===== config.mk =====
export PLATFORM = sky130hd
export DESIGN_NAME = ysyx_23060042_lsu
export DESIGN_NICKNAME = d
export VERILOG_FILES = /design/src/rtl/ysyx_23060042_lsu.sv
export SDC_FILE = /design/constraint.sdc
export NUM_CORES = 1
export LEC_CHECK = 0
export CAP_MARGIN = 20
export CORE_UTILIZATION = 30
export DETAILED_ROUTE_END_ITERATION = 7
export HOLD_SLACK_MARGIN = 0.02
export PLACE_DENSITY_LB_ADDON = 0.12
export SKIP_CTS_REPAIR_TIMING = 1
export SYNTH_ARGS = -nofsm -noshare
export SYNTH_HDL_FRONTEND = slang
export SYNTH_SLANG_ARGS = --single-unit

===== constraint.sdc =====
create_clock -name clk -period 3.4 [get_ports clk]
set_input_delay 0.68 -clock clk [delete_from_list [all_inputs] [get_ports clk]]
set_output_delay 0.68 -clock clk [all_outputs]
set_load 0.02 [all_outputs]

===== src/rtl/ysyx_23060042_lsu.sv =====
// ysyx_23060042_lsu: multi-cycle load/store unit behind the EXU.
// One access per request on a valid/ready bus, with misalign and timeout abort.
module ysyx_23060042_lsu #(
    parameter int unsigned TIMEOUT = 255
) (
    input  logic        clk,
    input  logic        rst_n,
    input  logic        in_valid,
    output logic        in_ready,
    input  logic [31:0] addr,
    input  logic [31:0] st_data,
    input  logic [1:0]  Mren,
    input  logic        Mwen,
    input  logic        Munsigned,
    output logic        out_valid,
    input  logic        out_ready,
    output logic [31:0] mrdata,
    output logic        err,
    output logic        mem_valid,
    input  logic        mem_ready,
    output logic [31:0] mem_addr,
    output logic        mem_wen,
    output logic [3:0]  mem_wmask,
    output logic [31:0] mem_wdata,
    input  logic        mem_rvalid,
    input  logic [31:0] mem_rdata
);

    typedef enum logic [1:0] {
        S_IDLE,
        S_REQ,
        S_RESP,
        S_DONE
    } state_t;

    localparam logic [7:0] TLAST = 8'(TIMEOUT - 1);

    state_t      state, state_n;
    logic [7:0]  cnt, cnt_n;
    logic [31:0] addr_q, wdata_q;
    logic [1:0]  size_q;
    logic        wen_q, uns_q;
    logic [31:0] mrdata_q, mrdata_n;
    logic        err_q, err_n;

    logic        accept;
    logic        misalign;
    logic        tmo;
    logic [31:0] lane;
    logic [31:0] fmt;
    logic [3:0]  wmask;
    logic [31:0] wdata;

    assign accept   = (state == S_IDLE) && in_valid;
    assign misalign = ((Mren == 2'b10) && addr[0]) ||
                      ((Mren == 2'b11) && (addr[1:0] != 2'b00));
    // >= so a RESP entered on the last REQ cycle still aborts
    assign tmo      = (cnt >= TLAST);

    assign lane = mem_rdata >> {addr_q[1:0], 3'b000};

    always_comb begin
        fmt = lane;
        unique case (1'b1)
            size_q == 2'b01:
                fmt = {{24{~uns_q & lane[7]}}, lane[7:0]};
            size_q == 2'b10:
                fmt = {{16{~uns_q & lane[15]}}, lane[15:0]};
            default:
                fmt = lane;
        endcase
    end

    always_comb begin
        wmask = 4'hF;
        wdata = wdata_q;
        unique case (1'b1)
            size_q == 2'b01: begin
                wmask = 4'b0001 << addr_q[1:0];
                wdata = {4{wdata_q[7:0]}};
            end
            size_q == 2'b10: begin
                wmask = 4'b0011 << addr_q[1:0];
                wdata = {2{wdata_q[15:0]}};
            end
            default: begin
                wmask = 4'hF;
                wdata = wdata_q;
            end
        endcase
    end

    always_comb begin
        state_n  = state;
        cnt_n    = cnt;
        mrdata_n = mrdata_q;
        err_n    = err_q;
        unique case (state)
            S_IDLE: begin
                if (in_valid) begin
                    cnt_n = 8'd0;
                    if (Mren == 2'b00) begin
                        state_n  = S_DONE;
                        err_n    = 1'b0;
                        mrdata_n = 32'd0;
                    end else if (misalign) begin
                        state_n  = S_DONE;
                        err_n    = 1'b1;
                        mrdata_n = 32'd0;
                    end else begin
                        state_n = S_REQ;
                    end
                end
            end
            S_REQ: begin
                cnt_n = (cnt == 8'hFF) ? cnt : cnt + 8'd1;
                if (mem_ready) begin
                    state_n = S_RESP;
                end else if (tmo) begin
                    state_n  = S_DONE;
                    err_n    = 1'b1;
                    mrdata_n = 32'd0;
                end
            end
            S_RESP: begin
                cnt_n = (cnt == 8'hFF) ? cnt : cnt + 8'd1;
                if (mem_rvalid) begin
                    state_n  = S_DONE;
                    err_n    = 1'b0;
                    mrdata_n = wen_q ? 32'd0 : fmt;
                end else if (tmo) begin
                    state_n  = S_DONE;
                    err_n    = 1'b1;
                    mrdata_n = 32'd0;
                end
            end
            S_DONE: begin
                if (out_ready) begin
                    state_n  = S_IDLE;
                    err_n    = 1'b0;
                    mrdata_n = 32'd0;
                end
            end
            default: state_n = S_IDLE;
        endcase
    end

    always_ff @(posedge clk or negedge rst_n) begin
        if (!rst_n) begin
            state    <= S_IDLE;
            cnt      <= 8'd0;
            addr_q   <= 32'd0;
            wdata_q  <= 32'd0;
            size_q   <= 2'b00;
            wen_q    <= 1'b0;
            uns_q    <= 1'b0;
            mrdata_q <= 32'd0;
            err_q    <= 1'b0;
        end else begin
            state    <= state_n;
            cnt      <= cnt_n;
            mrdata_q <= mrdata_n;
            err_q    <= err_n;
            if (accept) begin
                addr_q  <= addr;
                wdata_q <= st_data;
                size_q  <= Mren;
                wen_q   <= Mwen;
                uns_q   <= Munsigned;
            end
        end
    end

    assign in_ready  = (state == S_IDLE);
    assign out_valid = (state == S_DONE);
    assign mrdata    = mrdata_q;
    assign err       = err_q;
    assign mem_valid = (state == S_REQ);
    assign mem_addr  = {addr_q[31:2], 2'b00};
    assign mem_wen   = (state == S_REQ) && wen_q;
    assign mem_wmask = ((state == S_REQ) && wen_q) ? wmask : 4'h0;
    assign mem_wdata = wdata;

endmodule


# --- After elaboration in Yosys (flattened, before gate mapping) ---
# Cells that the tools add are included.
word_totals:
  regBits: 111
  out_inout_bits: 105
  word_cells: 75
classes:
  add_sub_neg: 1
  magnitude_cmp: 1
  eq_ne: 13
  shift: 3
  mux: 32
  bitwise_logic: 3
  reduce_logical: 13
ops:
  columns: ["op", "n"]
  rows:
  - ["2-to-1 mux 32 bit", 8]
  - ["one-hot mux 32 bit (2 select lines)", 2]
  - ["one-hot mux 32 bit (4 select lines)", 1]
  - [">> shifter 32 x 5 -> 32 bit", 1]
  - ["2-to-1 mux 8 bit", 2]
  - ["one-hot mux 8 bit (2 select lines)", 1]
  - ["2-to-1 mux 2 bit", 7]
  - ["equality test 2 bit (second input constant)", 5]
  - ["adder 8 x 1 -> 8 bit (second input constant)", 1]
  - ["equality test 8 bit (second input constant)", 1]
  - ["greater-or-equal comparator 8 bit (second input constant)", 1]
  - ["one-hot mux 2 bit (4 select lines)", 1]
  - ["one-hot mux 4 bit (2 select lines)", 1]
  - ["2-to-1 mux 1 bit", 7]
  - ["!= test 2 bit (second input constant)", 3]
  - ["equality test 2 x 1 -> 1 bit (second input constant)", 2]
  - ["logical AND 1 bit", 4]
  - ["logical NOT 2 bit", 2]
  - ["2-to-1 mux 4 bit", 1]
  - ["one-hot mux 1 bit (4 select lines)", 1]
  - ["AND reduction 4 bit", 1]
  - ["nonzero test 2 bit", 2]
  - ["left shift 1 x 2 -> 4 bit (first input constant)", 1]
  - ["left shift 2 x 2 -> 4 bit (first input constant)", 1]
  - ["other kinds (8)", 9]

# --- Depth between registers and ports, before layout ---
# Gate-level depths: netlist (run 1).
depth:
  depth_word: 7
  ltp_mapped: 10
  mapped_depth_nobuf: 6

# --- Least setup slack after synthesis (run 1) ---
# Ideal clock, no wire load.
synth_timing:
  kind: "reg2out"
  from: "reg size_q[0]"
  to: "out mem_wdata[10]"
  arrival_ns: 1.784
  required_ns: 2.720
  setup_slack_ns: 0.936
  stages_incl_launch_ff: 8
  path_buffers: 3
  path_cell_list: "dfrtp_1 > inv_1 > ha_1 > clkbuf_1 > or2_2 > clkbuf_1 > clkbuf_1 > a22o_1"
synth_via:
  elab_chain_cells: 2
  elab_cells_between_ends: 3
synth_rtl:
  columns: ["element", "line", "rtl"]
  rows:
  - ["from (decl)", "41", "logic [1:0] size_q;"]
  - ["from (signal assigned)", "167", "size_q <= Mren;"]
  - ["equality test 2 bit / equality test 2 x 1 -> 1 bit (equally long branches)", "82, 78", null]
  - ["one-hot mux 32 bit (2 select lines) *", "77", "unique case (1'b1)"]
  - ["to (decl)", "24", "output logic [31:0] mem_wdata,"]
# Every way passes the cells marked *; elsewhere a longest branch is shown, timed or not.

# --- Worst setup path after layout (run 1) ---
layout_timing:
  from: "reg size_q[0]"
  to: "out mem_wdata[13]"
# Same word-level chain as after synthesis.

==> flow_metrics.tcl, run 1 <==
set metrics [dict create \
    finalClockSkew_ps 12.3 \
    min_period_ps 3170 \
    final_cell_mix "clkdlybuf4s50_1, dfrtp_1, mux2_2" \
    path_delay_family "buffers and inverters" \
    slew_headroom 0.308 \
    grt_max_degree 57 \
    port_buffers 208 \
    worst_ep_required_time_ps 2720 \
    worstSetupPathType "flop to output port" \
    io_pins 211 \
    grt_pass1_wl_um 26400 \
    rsz0062_at_grt "false" \
    overflow 0 \
    drcViolationCount 0 \
    hpwlAfterDp_um 12500 \
    routed-via-count 4516 \
    cts_sinks 111 \
    vias_per_cell 4.77 \
    end_kind "output port" \
    worstSetupStartpointType "flop" \
    leakagePower_nw 3.34 \
    synth-edff-count 0 \
    ir_drop_mv 0.396 \
    min_path_type "input port to async pin" \
    syn_area_mm2 0.00585 \
    fp.coreArea_mm2 0.0189 \
    num_antenna_cells 0 \
    fp.dieW_um 142 \
    cts_buffers 9 \
    wl_per_cell_um 17.9 \
    final_util 0.435 \
    initial_core_util 0.310 \
    post_dp_cell_area_mm2 0.00790 \
    fin_tns_setup_ps 0 \
    clk_pin_slew_ps 70 \
    clock_path_buffers 2 \
    timing.final.crit_share 0.933 \
    outcome "finished clean" \
    final_common_cell "clkdlybuf4s50_1" \
    fp-row-count 50 \
    areaGrowthSynthToFinish_pct 40.4 \
    finish.instance_area_mm2 0.00821 \
    synth_cell_type_count 46 \
    synth-async-reset-ratio 1.00 \
    crit_arrival_ps 2490 \
    fin_nets 796 \
    grt_usage 0.171 \
    gp_congestion 0.792 \
    power_density_mw_per_mm2 986 \
    cts_root_buffer "clkbuf_16" \
    dieArea_mm2 0.0201 \
    path_buf_inv 2 \
    cpPeakStageDelay_ps 600 \
    cts_tree "yes" \
    ant_nets 0 \
    tightest_slew_ps 1030 \
    synth_cells 528 \
    finalHoldViolCount 0 \
    setup_violations 0 \
    die_h_um 142 \
    htree_levels 3 \
    seq_area_frac_synth 0.475 \
    drt-initial-drc-count 147 \
    ys_warn_count 0 \
    antenna_found_initial 0 \
    clk-insertion-delay-late_ps 350 \
    syn_area_per_cell_um2 11.1 \
    synth_ff_type "dfrtp_1" \
    synth_seq_cells 111 \
    path_cells "inv_1, ha_1, or2_2, a22o_1, clkdlybuf4s50_1" \
    crit_path_max_fanout 16 \
    fmax_mhz 315 \
    maxCapViolCount 0 \
    wl_um 17000 \
    slowest_stage "clkdlybuf4s50_1" \
    drive_gt1_frac 0.163 \
    slew_violations 0 \
    grt_pass1_vias 4718 \
    first_pass_iters 7 \
]
-- state kept, by name, summed over array words and instances, names as in the netlist --
register	count
addr_q	32
mrdata	32
wdata_q	32
cnt	8
size_q	2
state	2
err	1
uns_q	1
wen_q	1
-- final timing paths --
check                                  startpoint                 endpoint  slack [ps]  cells after the start
max                         size_q[0]$_DFFE_PN0P_            mem_wdata[13]         230                      5
min                                         rst_n    mrdata[0]$_DFFE_PN0P_         230                      1
max reg2reg                 size_q[1]$_DFFE_PN0P_   mrdata[14]$_DFFE_PN0P_        1010                      7
min reg2reg                mrdata[11]$_DFFE_PN0P_   mrdata[11]$_DFFE_PN0P_         490                      1
max in group asynchronous                   rst_n  wdata_q[22]$_DFFE_PN0P_        2400                      2
min in group clk           mrdata[11]$_DFFE_PN0P_   mrdata[11]$_DFFE_PN0P_         490                      1
-- cell usage after synthesis, types with 3 or more instances --
| library cell | count | area (um2) |
|---|---|---|
| dfrtp_1 | 111 | 2780 |
| mux2_2 | 76 | 856 |
| o211ai_1 | 5 | 37.5 |
| inv_1 | 9 | 33.8 |
| clkbuf_1 | 20 | 75.1 |
| o21ai_0 | 31 | 155 |
| buf_1 | 6 | 22.5 |
| or2_2 | 3 | 18.8 |
| a22o_1 | 8 | 70.1 |
| nand2_1 | 41 | 154 |
| nand2b_1 | 3 | 18.8 |
| mux2i_1 | 16 | 160 |
| nor2_1 | 16 | 60.1 |
| buf_4 | 40 | 300 |
| o21bai_1 | 3 | 22.5 |
| a221oi_1 | 8 | 70.1 |
| nor2b_1 | 6 | 37.5 |
| a22oi_1 | 8 | 60.1 |
| xor2_1 | 3 | 26.3 |
| o2bb2ai_1 | 40 | 350 |
| a211oi_1 | 9 | 67.6 |
| a21oi_1 | 18 | 90.1 |
| buf_2 | 11 | 55.1 |
| ha_1 | 8 | 100 |
-- worst register-to-register path: cells and delay by family (launching register included) --
kind                       cells  cell delay [ps]
AOI/OAI and AO/OA              2              340
adders and majority gates      1              370
buffers and inverters          2              250
DFF                            1              400
and+or+nand+nor                2              960
-- logic make-up after synthesis --
| family | share of synthesized area |
|---|---|
| buffers and inverters | 0.0871 |
| adders and majority gates | 0.0171 |
| other | 0.000641 |
| and+or+nand+nor | 0.0653 |
| xor gates and xnor gates | 0.00449 |
| DFF | 0.475 |
| muxes | 0.178 |
| AOI/OAI and AO/OA | 0.173 |
-- stage by stage --
step,hold slack (ps),total power [mW],worst slack (ps),std cells
4_1_cts,226,8.20,181,947
6_report,227,8.10,227,947
3_3_place_gp,478,7.00,583,931
2_1_floorplan,384,5.35,936,529
3_5_place_dp,474,7.05,592,931
5_1_grt,233,8.62,26.3,947
-- routing by layer --
metal	track usage	part of all wire
met1	0.219	0.44
met2	0.279	0.48
met3	0.0540	0.075
met4	0.0453	0.012
met5	0	0
-- power by group --
part	total [mW]	switching, mW	internal (mW)
combinational	4.78	2.53	2.24
sequential	2.22	0.398	1.82
clock	1.10	0.500	0.600
-- final cells by class --
class	instances	area, um2
Sequential cell	111	2780
Timing Repair Buffer	221	2190
Clock inverter	5	65.1
Multi-Input combinational cell	330	2580
Clock buffer	11	243
Inverter	9	33.8
Fill cell	1814	10700
Tap cell	260	325
Note: power is estimated with default switching activity, not from simulation.
==> run 2: changes to the inputs <==
--- a/config.mk
+++ b/config.mk
@@ -6,8 +6,9 @@
 export NUM_CORES = 1
 export LEC_CHECK = 0
 export CAP_MARGIN = 20
-export CORE_UTILIZATION = 30
+export CORE_UTILIZATION = 49
 export DETAILED_ROUTE_END_ITERATION = 7
+export GPL_ROUTABILITY_DRIVEN = 0
 export HOLD_SLACK_MARGIN = 0.02
 export PLACE_DENSITY_LB_ADDON = 0.12
 export SKIP_CTS_REPAIR_TIMING = 1
==> run 2 against run 1 <==
Against the previous run:
- the flow now finishes with violations (DRC)
- maximum frequency up 1.0%
- register-to-register slack improved by 70 ps
- die area down 38%
- flip-flop and latch count unchanged
- worst hold slack better by 190 ps
- critical path depth did not move
- core utilization grew 26 points
- total power is 0.61% lower
- clock skew down 6.6 ps
==> flow_metrics.tcl, run 2 (synthesis results as in run 1) <==
set metrics [dict create \
    cts_tree "yes" \
    final_common_cell "clkdlybuf4s50_1" \
    cts_root_buffer "clkbuf_16" \
    grt_pass1_wl_um 24600 \
    leakagePower_nw 3.33 \
    fp.coreArea_mm2 0.0115 \
    drt-initial-drc-count 283 \
    worstSetupStartpointType "flop" \
    io_pins 211 \
    path_delay_family "buffers and inverters" \
    drcViolationCount 33 \
    grt_usage 0.255 \
    final_util 0.699 \
    fmax_mhz 318 \
    wl_um 15400 \
    end_kind "output port" \
    r2r_slack_ps 1080 \
    rsz0062_at_grt "false" \
    fin_nets 794 \
    fill_cells 917 \
    min_path_type "input port to async pin" \
    cts_buffers 9 \
    slew_headroom 0.267 \
    finalClockSkew_ps 5.75 \
    path_cells "inv_1, ha_1, or2_2, a22o_1, clkdlybuf4s50_1" \
    timing.final.crit_share 0.924 \
    worstSetupPathType "flop to output port" \
    power_density_mw_per_mm2 1000 \
    dieArea_mm2 0.0124 \
    first_pass_iters 7 \
    slowest_stage "clkdlybuf4s50_1" \
    wl_per_cell_um 18.6 \
    clk-insertion-delay-late_ps 350 \
    final_cell_mix "clkdlybuf4s50_1, dfrtp_1, mux2_2" \
    setup_violations 0 \
    violations "DRC" \
    min_period_ps 3140 \
    finalHoldViolCount 0 \
    antenna_found_initial 0 \
    clk_pin_slew_ps 70 \
    worst_ep_required_time_ps 2720 \
    htree_levels 3 \
    num_antenna_cells 0 \
    fp.dieW_um 111 \
    drive_gt1_frac 0.162 \
    tightest_slew_ps 1100 \
    grt_pass1_vias 4736 \
    ir_drop_mv 0.656 \
    cpPeakStageDelay_ps 610 \
    crit_path_max_fanout 16 \
    areaGrowthSynthToFinish_pct 37.7 \
    cts_sinks 111 \
    die_h_um 111 \
    maxCapViolCount 0 \
    fin_tns_setup_ps 0 \
    ant_nets 0 \
    reg2reg_from "addr_q[1]$_DFFE_PN0P_" \
    crit_arrival_ps 2460 \
    vias_per_cell 5.66 \
    slew_violations 0 \
    rr_endpoint "mrdata[27]$_DFFE_PN0P_" \
    routed-via-count 4687 \
    r2r_cells 5 \
    grt_max_degree 66 \
    path_buf_inv 2 \
    port_buffers 208 \
    outcome "finished with violations" \
    initial_core_util 0.508 \
    clock_path_buffers 2 \
    overflow 0 \
    fp-row-count 39 \
    hpwlAfterDp_um 11200 \
]
## run 2: changes by cell type in the layout (fill, tap and decap cells not counted)
cell | before | now
buf_4 | 13 | 11
inv_6 | 1 | 3
clkbuf_1 | 1 | 0
clkinv_4 | 3 | 2
nand2_2 | 0 | 1
nand2_4 | 1 | 0
## run 2: layer usage
layer	track usage	part of all wire
met1	0.318	0.41
met2	0.415	0.48
met3	0.0760	0.090
met4	0.103	0.022
met5	0	0
## run 2: final cells by class
| class | instances | area, um2 | area share |
|---|---|---|---|
| inverter | 9 | 33.8 | 0.00420 |
| multi-input combinational | 330 | 2570 | 0.320 |
| clock inverter | 6 | 73.8 | 0.00917 |
| timing repair buffer | 219 | 2170 | 0.270 |
| clock buffer | 10 | 239 | 0.0297 |
| sequential | 111 | 2780 | 0.345 |
| tap | 143 | 179 | 0.0222 |
## run 2: worst max-delay path by stage
stage / depth (start not counted) / endpoint / start
finish: 5 / mem_wdata[12] / size_q[0]$_DFFE_PN0P_
detailed placement: 5 / mem_wdata[12] / size_q[0]$_DFFE_PN0P_
global placement: 6 / mem_wdata[21] / size_q[0]$_DFFE_PN0P_
floorplan: 7 / mem_wdata[10] / size_q[0]$_DFFE_PN0P_
global route: 6 / mem_wdata[21] / size_q[0]$_DFFE_PN0P_
CTS: 5 / mem_wdata[12] / size_q[0]$_DFFE_PN0P_
## run 2: worst register-to-register path, stage by stage, from the launching register on
cell       delay (ps)
dfrtp_1           430
buf_4             300
mux4_2            540
and3b_1           480
a221oi_1          360
o2bb2ai_1          90
## run 2: per-stage QoR
step                      setup slack (ps)  total power [mW]  hold slack (ps)  std cells  cell area (um2)
after floorplan                        936              5.35              384        529             5850
after global placement                 659              6.85              473        812             7740
after detailed placement               617              6.97              473        812             7740
after CTS                              225              8.10              460        828             8050
after global routing                  38.7              8.54              486        828             8050
final                                  260              8.05              415        828             8050
## run 2: power breakdown
group          internal, mW  switching [mW]
combinational          2.24            2.53
clock                 0.602           0.492
sequential             1.82           0.367
total                  4.66            3.39
==> run 3: changes to the inputs <==
--- a/config.mk
+++ b/config.mk
@@ -6,7 +6,8 @@
 export NUM_CORES = 1
 export LEC_CHECK = 0
 export CAP_MARGIN = 20
-export CORE_UTILIZATION = 49
+export CORE_UTILIZATION = 50
+export CTS_BUF_LIST = sky130_fd_sc_hd__clkbuf_4 sky130_fd_sc_hd__clkbuf_8
 export DETAILED_ROUTE_END_ITERATION = 7
 export GPL_ROUTABILITY_DRIVEN = 0
 export HOLD_SLACK_MARGIN = 0.02
==> run 3 against run 2 <==
Against the previous run:
- the flow now finishes without violations
- clock-buffer cell count is 1 lower
- die area decreased by 2.0%
- clock power down 28%
- clock skew is 5.2 ps higher
- register-to-register slack got worse by 70 ps
- maximum frequency decreased by 0.38%
==> flow_metrics.tcl, run 3 (synthesis results as in run 1) <==
set metrics [dict create \
    grt_max_degree 112 \
    overflow 0 \
    num_antenna_cells 0 \
    vias_per_cell 5.69 \
    fp.dieW_um 110 \
    drt-met1-wl_um 6620 \
    seq_area_mm2 0.00278 \
    clock_path_buffers 2 \
    end_kind "output port" \
    p_comb_frac 0.615 \
    hpwlAfterDp_um 11000 \
    setup_violations 0 \
    fill_cells 883 \
    r2r_slack_ps 1010 \
    wl_per_cell_um 18.7 \
    wl_um 15400 \
    dieArea_mm2 0.0121 \
    outcome "finished clean" \
    dr.max_layer_used "met4" \
    final_common_cell "clkdlybuf4s50_1" \
    worstSetupStartpointType "flop" \
    pwr-share-clk 0.102 \
    instances_no_fill 828 \
    min_path_type "input port to async pin" \
    htree_levels 3 \
    clk-insertion-delay-late_ps 400 \
    grt_pass1_vias 4658 \
    io_pins 211 \
    grt_usage 0.259 \
    cts_sinks 111 \
    power_density_mw_per_mm2 978 \
    fp-row-count 39 \
    multi_input_area_mm2 0.00257 \
    finalHoldViolCount 0 \
    worst_ep_required_time_ps 2720 \
    crit_arrival_ps 2470 \
    drt-initial-drc-count 362 \
    drcViolationCount 0 \
    slew_headroom 0.280 \
    ant_nets 0 \
    post_dp_cell_area_mm2 0.00774 \
    ir_drop_mv 0.694 \
    endpoint "mem_wdata[20]" \
    min_period_ps 3150 \
    reg2reg_from "addr_q[1]$_DFFE_PN0P_" \
    port_buffers 208 \
    drive_gt1_frac 0.164 \
    die_h_um 110 \
    routed-via-count 4710 \
    timing.final.crit_share 0.927 \
    maxCapViolCount 0 \
    initial_core_util 0.512 \
    clk_pin_slew_ps 110 \
    power_switching_mw 3.40 \
    finalClockSkew_ps 10.9 \
    worstSetupPathType "flop to output port" \
    pwr-share-seq 0.283 \
    dp_cells 812 \
    wl_met2_um 7240 \
    final_cell_mix "clkdlybuf4s50_1, dfrtp_1, mux2_2" \
    cts_tree "yes" \
    grt_pass1_wl_um 23800 \
    antenna_found_initial 0 \
    tightest_slew_ps 1080 \
    areaGrowthSynthToFinish_pct 35.6 \
    first_pass_iters 5 \
    fmax_mhz 317 \
    finish.instance_area_mm2 0.00793 \
    fin_tns_setup_ps 0 \
    cts_root_buffer "clkbuf_8" \
    slew_violations 0 \
    cts_buffers 9 \
    route.met3.wl_um 1310 \
    leakagePower_nw 3.28 \
    rsz0062_at_grt "false" \
    power.internal_mw 4.35 \
    crit_path_max_fanout 10 \
    rr_endpoint "mrdata[25]$_DFFE_PN0P_" \
    startpoint "size_q[1]$_DFFE_PN0P_" \
    fp.coreArea_mm2 0.0114 \
    r2r_cells 5 \
    fin_nets 794 \
    sw_frac_of_total 0.439 \
]
[run 3: cell count changes in the layout (fill, tap and decap cells not counted), sizes merged]
cell	change
clkbuf	-1
clkinv	+1
inv	+1
bufinv	-1
[run 3: per-stage QoR]
step	worst slack, ps	hold slack [ps]	util	total power [mW]
after floorplan	936	384	-	5.35
after global placement	647	474	0.678	6.86
after detailed placement	604	473	0.678	6.97
after CTS	134	365	0.694	7.78
after global routing	132	380	0.694	8.27
final	248	327	0.694	7.75
[run 3: critical path, stage by stage, from the launching register on]
cell and delay [ps]:
dfrtp_1 410, inv_1 70, ha_1 370, or2_2 290
nand2_1 80, o21ai_0 210, clkdlybuf4s50_1 650
[run 3: how the worst min path moves through the flow]
stage / endpoint / depth (start not counted)
after CTS: mrdata[16]$_DFFE_PN0P_ / 2
after floorplan: addr_q[0]$_DFFE_PN0P_ / 0
after global placement: mrdata[30]$_DFFE_PN0P_ / 1
after detailed placement: mrdata[30]$_DFFE_PN0P_ / 1
final: mrdata[16]$_DFFE_PN0P_ / 2
after global routing: mrdata[16]$_DFFE_PN0P_ / 2
[run 3: cell type report]
| class | instances | area share |
|---|---|---|
| sequential | 111 | 0.350 |
| multi-input combinational | 330 | 0.325 |
| timing repair buffer | 219 | 0.274 |
| tap | 143 | 0.0226 |
| clock buffer | 9 | 0.0156 |
| clock inverter | 7 | 0.00805 |
| inverter | 9 | 0.00426 |
[run 3: power by group through the flow]
| stage | sequential, mW | clock, mW | combinational, mW |
|---|---|---|---|
| 5_1_grt | 2.26 | 0.866 | 5.14 |
| 3_3_place_gp | 2.18 | 0 | 4.67 |
| 4_1_cts | 2.19 | 0.813 | 4.78 |
| 2_1_floorplan | 2.15 | 0 | 3.20 |
| 6_report | 2.19 | 0.789 | 4.77 |
| 3_5_place_dp | 2.22 | 0 | 4.75 |
[run 3: routing by layer]
metal,track usage,up-vias
met1,0.340,2321
met3,0.0729,18
met4,0.101,0
met2,0.408,187
met5,0,-
li1,-,2184
